`config.mk`:
```
export PLATFORM = sky130hd
export DESIGN_NAME = e203_icb_reg_target
export DESIGN_NICKNAME = d
export VERILOG_FILES = /design/src/rtl/e203_icb_reg_target_pkg.sv /design/src/rtl/e203_icb_rsp_fifo.sv /design/src/rtl/e203_icb_reg_target.sv
export SDC_FILE = /design/constraint.sdc
export NUM_CORES = 1
export LEC_CHECK = 0
export BUFFER_PORTS_ARGS = -buffer_cell sky130_fd_sc_hd__buf_4
export CELL_PAD_IN_SITES_DETAIL_PLACEMENT = 1
export CELL_PAD_IN_SITES_GLOBAL_PLACEMENT = 1
export CORE_UTILIZATION = 50
export DETAILED_ROUTE_END_ITERATION = 7
export PLACE_DENSITY_LB_ADDON = 0.08
export SYNTH_ARGS = -nofsm -noshare
export SYNTH_HDL_FRONTEND = slang
export SYNTH_SLANG_ARGS = --single-unit
```
`constraint.sdc`:
```
create_clock -name clk -period 7.43 [get_ports clk]
set_input_delay 1.486 -clock clk [delete_from_list [all_inputs] [get_ports clk]]
set_output_delay 1.486 -clock clk [all_outputs]
set_load 0.02 [all_outputs]
```
`src/rtl/e203_icb_reg_target_pkg.sv`:
```
// Shared ICB widths, response entry type and default base address
// for the ICB register target and its response FIFO.
package e203_icb_reg_target_pkg;

  localparam int ICB_AW = 32;
  localparam int ICB_DW = 32;
  localparam int ICB_MW = 4;

  localparam logic [ICB_AW-1:0] DEF_BASE_ADDR = 32'h1000_0000;

  typedef struct packed {
    logic              err;
    logic [ICB_DW-1:0] rdata;
  } icb_rsp_t;

endpackage

```
`src/rtl/e203_icb_rsp_fifo.sv`:
```
// In-order response FIFO with a registered head entry.
// Ports: push/data in, pop in, full/empty out, head entry out.
module e203_icb_rsp_fifo
  import e203_icb_reg_target_pkg::*;
#(
  parameter int RSP_DEPTH = 2
) (
  input  logic     clk,
  input  logic     rst_n,
  input  logic     i_push,
  input  icb_rsp_t i_data,
  input  logic     i_pop,
  output logic     o_full,
  output logic     o_empty,
  output icb_rsp_t o_head
);

  localparam int AW = (RSP_DEPTH > 1) ? $clog2(RSP_DEPTH) : 1;
  localparam int CW = $clog2(RSP_DEPTH + 1);

  icb_rsp_t      r_mem [RSP_DEPTH];
  logic [AW-1:0] r_wp;
  logic [AW-1:0] r_rp;
  logic [CW-1:0] r_cnt;
  logic          r_full;
  logic          r_empty;
  icb_rsp_t      r_head;

  logic          w_push;
  logic          w_pop;
  logic [AW-1:0] w_wp_nx;
  logic [AW-1:0] w_rp_nx;
  logic [CW-1:0] w_cnt_nx;
  icb_rsp_t      w_head_nx;

  function automatic logic [AW-1:0] ptr_inc(
    input logic [AW-1:0] p
  );
    if (RSP_DEPTH == 1) return '0;
    return p + AW'(1);
  endfunction

  always_comb begin
    w_push   = i_push && !r_full;
    w_pop    = i_pop && !r_empty;
    w_wp_nx  = w_push ? ptr_inc(r_wp) : r_wp;
    w_rp_nx  = w_pop ? ptr_inc(r_rp) : r_rp;
    w_cnt_nx = r_cnt + CW'(w_push) - CW'(w_pop);
    // Head is precomputed so the outputs come straight from flops;
    // a push into an otherwise drained FIFO becomes the new head.
    w_head_nx = '0;
    if (w_cnt_nx != '0) begin
      if (w_push && (r_wp == w_rp_nx))
        w_head_nx = i_data;
      else
        w_head_nx = r_mem[w_rp_nx];
    end
  end

  always_ff @(posedge clk or negedge rst_n) begin
    if (!rst_n) begin
      for (int i = 0; i < RSP_DEPTH; i++)
        r_mem[i] <= '0;
    end else if (w_push) begin
      r_mem[r_wp] <= i_data;
    end
  end

  always_ff @(posedge clk or negedge rst_n) begin
    if (!rst_n) begin
      r_wp    <= '0;
      r_rp    <= '0;
      r_cnt   <= '0;
      r_full  <= 1'b0;
      r_empty <= 1'b1;
      r_head  <= '0;
    end else begin
      r_wp    <= w_wp_nx;
      r_rp    <= w_rp_nx;
      r_cnt   <= w_cnt_nx;
      r_full  <= (w_cnt_nx == CW'(RSP_DEPTH));
      r_empty <= (w_cnt_nx == '0);
      r_head  <= w_head_nx;
    end
  end

  assign o_full  = r_full;
  assign o_empty = r_empty;
  assign o_head  = r_head;

endmodule

```
`src/rtl/e203_icb_reg_target.sv`:
```
// ICB responder: bank of 32-bit registers plus a read-only access counter.
// Ports: clk/rst_n, ICB cmd (valid/ready/read/addr/wdata/wmask), ICB rsp, reg0_o.
module e203_icb_reg_target
  import e203_icb_reg_target_pkg::*;
#(
  parameter logic [31:0] BASE_ADDR = DEF_BASE_ADDR,
  parameter int          NUM_REGS  = 16,
  parameter int          RSP_DEPTH = 2
) (
  input  logic              clk,
  input  logic              rst_n,
  input  logic              icb_cmd_valid,
  output logic              icb_cmd_ready,
  input  logic              icb_cmd_read,
  input  logic [ICB_AW-1:0] icb_cmd_addr,
  input  logic [ICB_DW-1:0] icb_cmd_wdata,
  input  logic [ICB_MW-1:0] icb_cmd_wmask,
  output logic              icb_rsp_valid,
  input  logic              icb_rsp_ready,
  output logic              icb_rsp_err,
  output logic [ICB_DW-1:0] icb_rsp_rdata,
  output logic [ICB_DW-1:0] reg0_o
);

  localparam int IW = $clog2(NUM_REGS);

  logic [ICB_DW-1:0] r_regs [NUM_REGS-1];
  logic [ICB_DW-1:0] r_acc_cnt;

  logic              w_full;
  logic              w_empty;
  icb_rsp_t          w_head;
  icb_rsp_t          w_push_data;
  logic              w_acc;
  logic [ICB_AW-1:0] w_off;
  logic              w_inr;
  logic [IW-1:0]     w_idx;
  logic              w_last;
  logic              w_err;
  logic              w_wr;
  logic [ICB_DW-1:0] w_rd;

  always_comb begin
    w_acc  = icb_cmd_valid && !w_full;
    // Unsigned wrap makes addresses below BASE_ADDR fall out of range too.
    w_off  = icb_cmd_addr - BASE_ADDR;
    w_inr  = w_off < ICB_AW'(NUM_REGS * 4);
    w_idx  = w_off[IW+1:2];
    w_last = (w_idx == IW'(NUM_REGS - 1));
    w_err  = !w_inr || (w_off[1:0] != 2'b00) || (!icb_cmd_read && w_last);
    w_wr   = w_acc && !icb_cmd_read && !w_err;
  end

  always_comb begin
    w_rd = '0;
    for (int i = 0; i < NUM_REGS - 1; i++)
      if (w_idx == IW'(i)) w_rd = r_regs[i];
    if (w_last) w_rd = r_acc_cnt;
  end

  always_comb begin
    w_push_data       = '0;
    w_push_data.err   = w_err;
    w_push_data.rdata = (w_err || !icb_cmd_read) ? '0 : w_rd;
  end

  always_ff @(posedge clk or negedge rst_n) begin
    if (!rst_n) begin
      for (int i = 0; i < NUM_REGS - 1; i++)
        r_regs[i] <= '0;
    end else if (w_wr) begin
      for (int i = 0; i < NUM_REGS - 1; i++)
        if (w_idx == IW'(i))
          for (int b = 0; b < ICB_MW; b++)
            if (icb_cmd_wmask[b])
              r_regs[i][8*b +: 8] <= icb_cmd_wdata[8*b +: 8];
    end
  end

  // Counts every accepted command, errored ones included.
  always_ff @(posedge clk or negedge rst_n) begin
    if (!rst_n)
      r_acc_cnt <= '0;
    else if (w_acc)
      r_acc_cnt <= r_acc_cnt + 32'd1;
  end

  e203_icb_rsp_fifo #(
    .RSP_DEPTH (RSP_DEPTH)
  ) u_rsp_fifo (
    .clk     (clk),
    .rst_n   (rst_n),
    .i_push  (icb_cmd_valid),
    .i_data  (w_push_data),
    .i_pop   (icb_rsp_ready),
    .o_full  (w_full),
    .o_empty (w_empty),
    .o_head  (w_head)
  );

  assign icb_cmd_ready = !w_full;
  assign icb_rsp_valid = !w_empty;
  assign icb_rsp_err   = w_head.err;
  assign icb_rsp_rdata = w_head.rdata;
  assign reg0_o        = r_regs[0];

endmodule

```
==> impl_metrics.toml <==
[run_status]
status = "completed"

[logic_synthesis]
syn-num-nets = 2479
ys_warn_count = 0
ys_ff_latch = 617
yosys.area.top_type_share_pct = 53.2
synthTopCellsByCount = "616 x dfrtp_1, 513 x mux2_2, 143 x nand2_1"
ys_seq_area_share_pct = 53.3
postSynthAreaPerCell_um2 = 12.1
synthCells = 2403
synth_enable_flop_cells = 0
ys_async_sr_fraction_pct = 100
synth-main-ff-cell = "dfrtp_1"
synth_cell_types = 74
ys_top_cells_by_area = "dfrtp_1 53%, mux2_2 20%, mux2i_1 2.7%, o21ai_0 2.1%, nand2_1 1.9%"
syn_area_um2 = 29000
yosysMostFrequentCell = "dfrtp_1"
yosys.area.top_type = "dfrtp_1"

[pwr]
power_density_nw_per_um2 = 240
power_leakage_uw = 0.0156
combPwrFrac_pct = 12.4
intPower_uw = 5700
p_sw_share_pct = 27.5
p_switching_uw = 2170
pwr-share-seq_pct = 44.0
pwr-share-clk_pct = 43.6
ir_drop_mv = 0.303

[worst_setup_path]
crit_required_ns = 7.92
worstSetupPathType = "in2reg"
reg2reg_to = "r_regs[393]"
cp_max_fo = 81
endpoint = "u_rsp_fifo.o_head[3]"
cp-end-kind = "register"
r2r_cells = 6
start_kind = "primary input"
crit_arrival_ns = 5.25
critPathLaunch = "icb_cmd_addr[4]"
r2r_slack_ns = 4.26
reg2reg_from = "u_rsp_fifo.o_full"

[global_route]
grt_max_degree = 169
antenna_found_initial = 2
grt_pass1_wl_um = 151000
overflow = 0
grt_usage_pct = 34.6
grt_pass1_vias = 22559

[cts]
clk_pin_slew_worst_paths_ns = 0.05
clkSinkCount = 617
cts_buffers = 70
holdBufCountCts = 0
insertion_delay_ns = 0.62
ctsResizeCount = 0
cts_setup_buffers = 0
cts_buffer_depth = 3
root_buffer = "clkbuf_16"
htree_levels = 3
cts_tree = "yes"

[final_layout]
design_area_um2 = 32700
n_fill_cell = 5744
syn2layout_area_growth_pct = 12.8
nNetsFinal = 2538
diodes = 0
fin_util_pct = 57.5
multi_input_area_um2 = 12600
drive_above_1_share_pct = 34.7
ff_latch_area_um2 = 15400

[placement]
numPortBuffers = 139
pre_cts_slack_ns = 2.22
place_area_um2 = 30500
gp_congestion = 0.897
place_hpwl_um = 66400

[timing]
min_period_over_period_pct = 64.0
hold_viol_final = 0
max_freq_ghz = 0.210
finalClockSkew_ns = 0.0278
slew_headroom_pct = 6.63
finalMaxSlewViolations = 0
fin_crit_ns = 4.76
rsz0062_at_grt = "false"
layout_setup_ws_ns = 2.67
setup_tns_ns = 0
worstMarginPinSlew_ns = 1.40
setup_viol = 0

[floorplan]
die_area_um2 = 58900
die_w_um = 243
rows = 87
die_h_um = 243
start_util_pct = 51.0
io_pins = 140
core_area_um2 = 56800

[routing]
wl_per_cell_um = 30.8
drt-total-wl_um = 101000
remaining_drc_errors = 0
drt_first_pass_iters = 5
vias = 21320
drtIter0Drc = 1810
viasPerCell = 6.52
antenna_left = 0

[min_path]
hold_path.class = "reg2reg"

[flow_run]
drv_cap = 0
==> cell type report <==
| cell class | count | share of cell area (%) |
|---|---|---|
| Multi-Input combinational cell | 1576 | 38.6 |
| Tap cell | 756 | 2.89 |
| Clock buffer | 112 | 6.56 |
| Sequential cell | 617 | 47.2 |
| Timing Repair Buffer | 175 | 4.19 |
| Clock inverter | 12 | 0.314 |
| Inverter | 22 | 0.253 |
==> kinds of logic (layout without fill, tap and decap cells) <==
logic type | Yosys count | in the layout | synth area share, %
buffers and inverters | 210 | 321 | 3.35
muxes | 592 | 592 | 22.7
xor gates and xnor gates | 34 | 34 | 1.12
AOI/OAI and AO/OA | 507 | 507 | 11.8
and+or+nand+nor | 440 | 440 | 7.61
adders and majority gates | 3 | 3 | 0.130
DFF | 617 | 617 | 53.3
==> power groups by stage <==
stage          registers (µW)  logic, µW  clock network, µW
2_1_floorplan            3520        547                  0
3_3_place_gp             3520        955                  0
3_5_place_dp             3520        972                  0
4_1_cts                  3460        977               3460
5_1_grt                  3470       1040               3590
6_report                 3460        975               3420
==> worst max-delay path, cell delays in order <==
cell and delay (ns):
buf_4 0.45, buf_12 0.42, nor3b_2 1.10, buf_4 0.41, a22oi_1 0.12, o21a_1 0.16, o221ai_1 0.51, nand2_1 0.21
o21ai_0 0.27
==> cells in the final DEF (no fill, tap or decap), types with 16 or more instances in the layout <==
master | Yosys | layout
clkbuf_16 | 0 | 73
clkbuf_8 | 0 | 17
a21oi_1 | 73 | 73
xnor2_1 | 23 | 22
o221ai_1 | 35 | 35
o22ai_1 | 57 | 57
dfrtp_1 | 616 | 616
mux2i_1 | 78 | 78
mux2_2 | 513 | 513
a22oi_1 | 53 | 53
nor2_1 | 79 | 79
nor3_1 | 21 | 20
buf_4 | 36 | 170
nand2_2 | 40 | 40
o21ai_0 | 121 | 121
nand2_1 | 143 | 143
nor2_2 | 17 | 17
a211oi_1 | 33 | 33
nand2b_1 | 17 | 16
inv_1 | 20 | 19
clkbuf_1 | 104 | 22
nand3_1 | 29 | 29
==> routing by layer <==
layer  GRT usage [%]  share of wire (%)
met1            47.8                 43
met3            7.71                7.4
met4            13.5                4.0
met2            53.2                 46
met5               0              0.030
==> metrics by stage <==
stage | std cells | hold WS [ns] | total power (µW)
detailed placement | 3146 | 0.463 | 4490
floorplan | 2403 | 0.442 | 4070
finish | 3270 | 0.477 | 7860
global placement | 3146 | 0.454 | 4470
CTS | 3270 | 0.475 | 7900
global route | 3270 | 0.504 | 8100
==> worst min-delay path by stage <==
stage,from,endpoint,slack [ns],cells past startpoint
after floorplan,u_rsp_fifo.r_mem[12],u_rsp_fifo.r_mem[12],0.44,2
after global placement,u_rsp_fifo.r_mem[7],u_rsp_fifo.r_mem[7],0.45,2
after detailed placement,u_rsp_fifo.r_mem[12],u_rsp_fifo.r_mem[12],0.46,2
after CTS,u_rsp_fifo.r_mem[12],u_rsp_fifo.r_mem[12],0.48,2
after global routing,u_rsp_fifo.r_mem[27],u_rsp_fifo.r_mem[27],0.50,2
final,u_rsp_fifo.r_mem[12],u_rsp_fifo.r_mem[12],0.48,2
==> sequential cells by signal, summed over array words and instances (netlist names) <==
name	cells
u_rsp_fifo.o_full	1
r_acc_cnt	32
u_rsp_fifo.r_wp	1
u_rsp_fifo.r_mem	66
r_regs	448
u_rsp_fifo.r_rp	1
reg0_o	32
u_rsp_fifo.r_cnt	2
u_rsp_fifo.o_head	33
u_rsp_fifo.o_empty	1
Note: power is estimated with default switching activity, not from simulation.
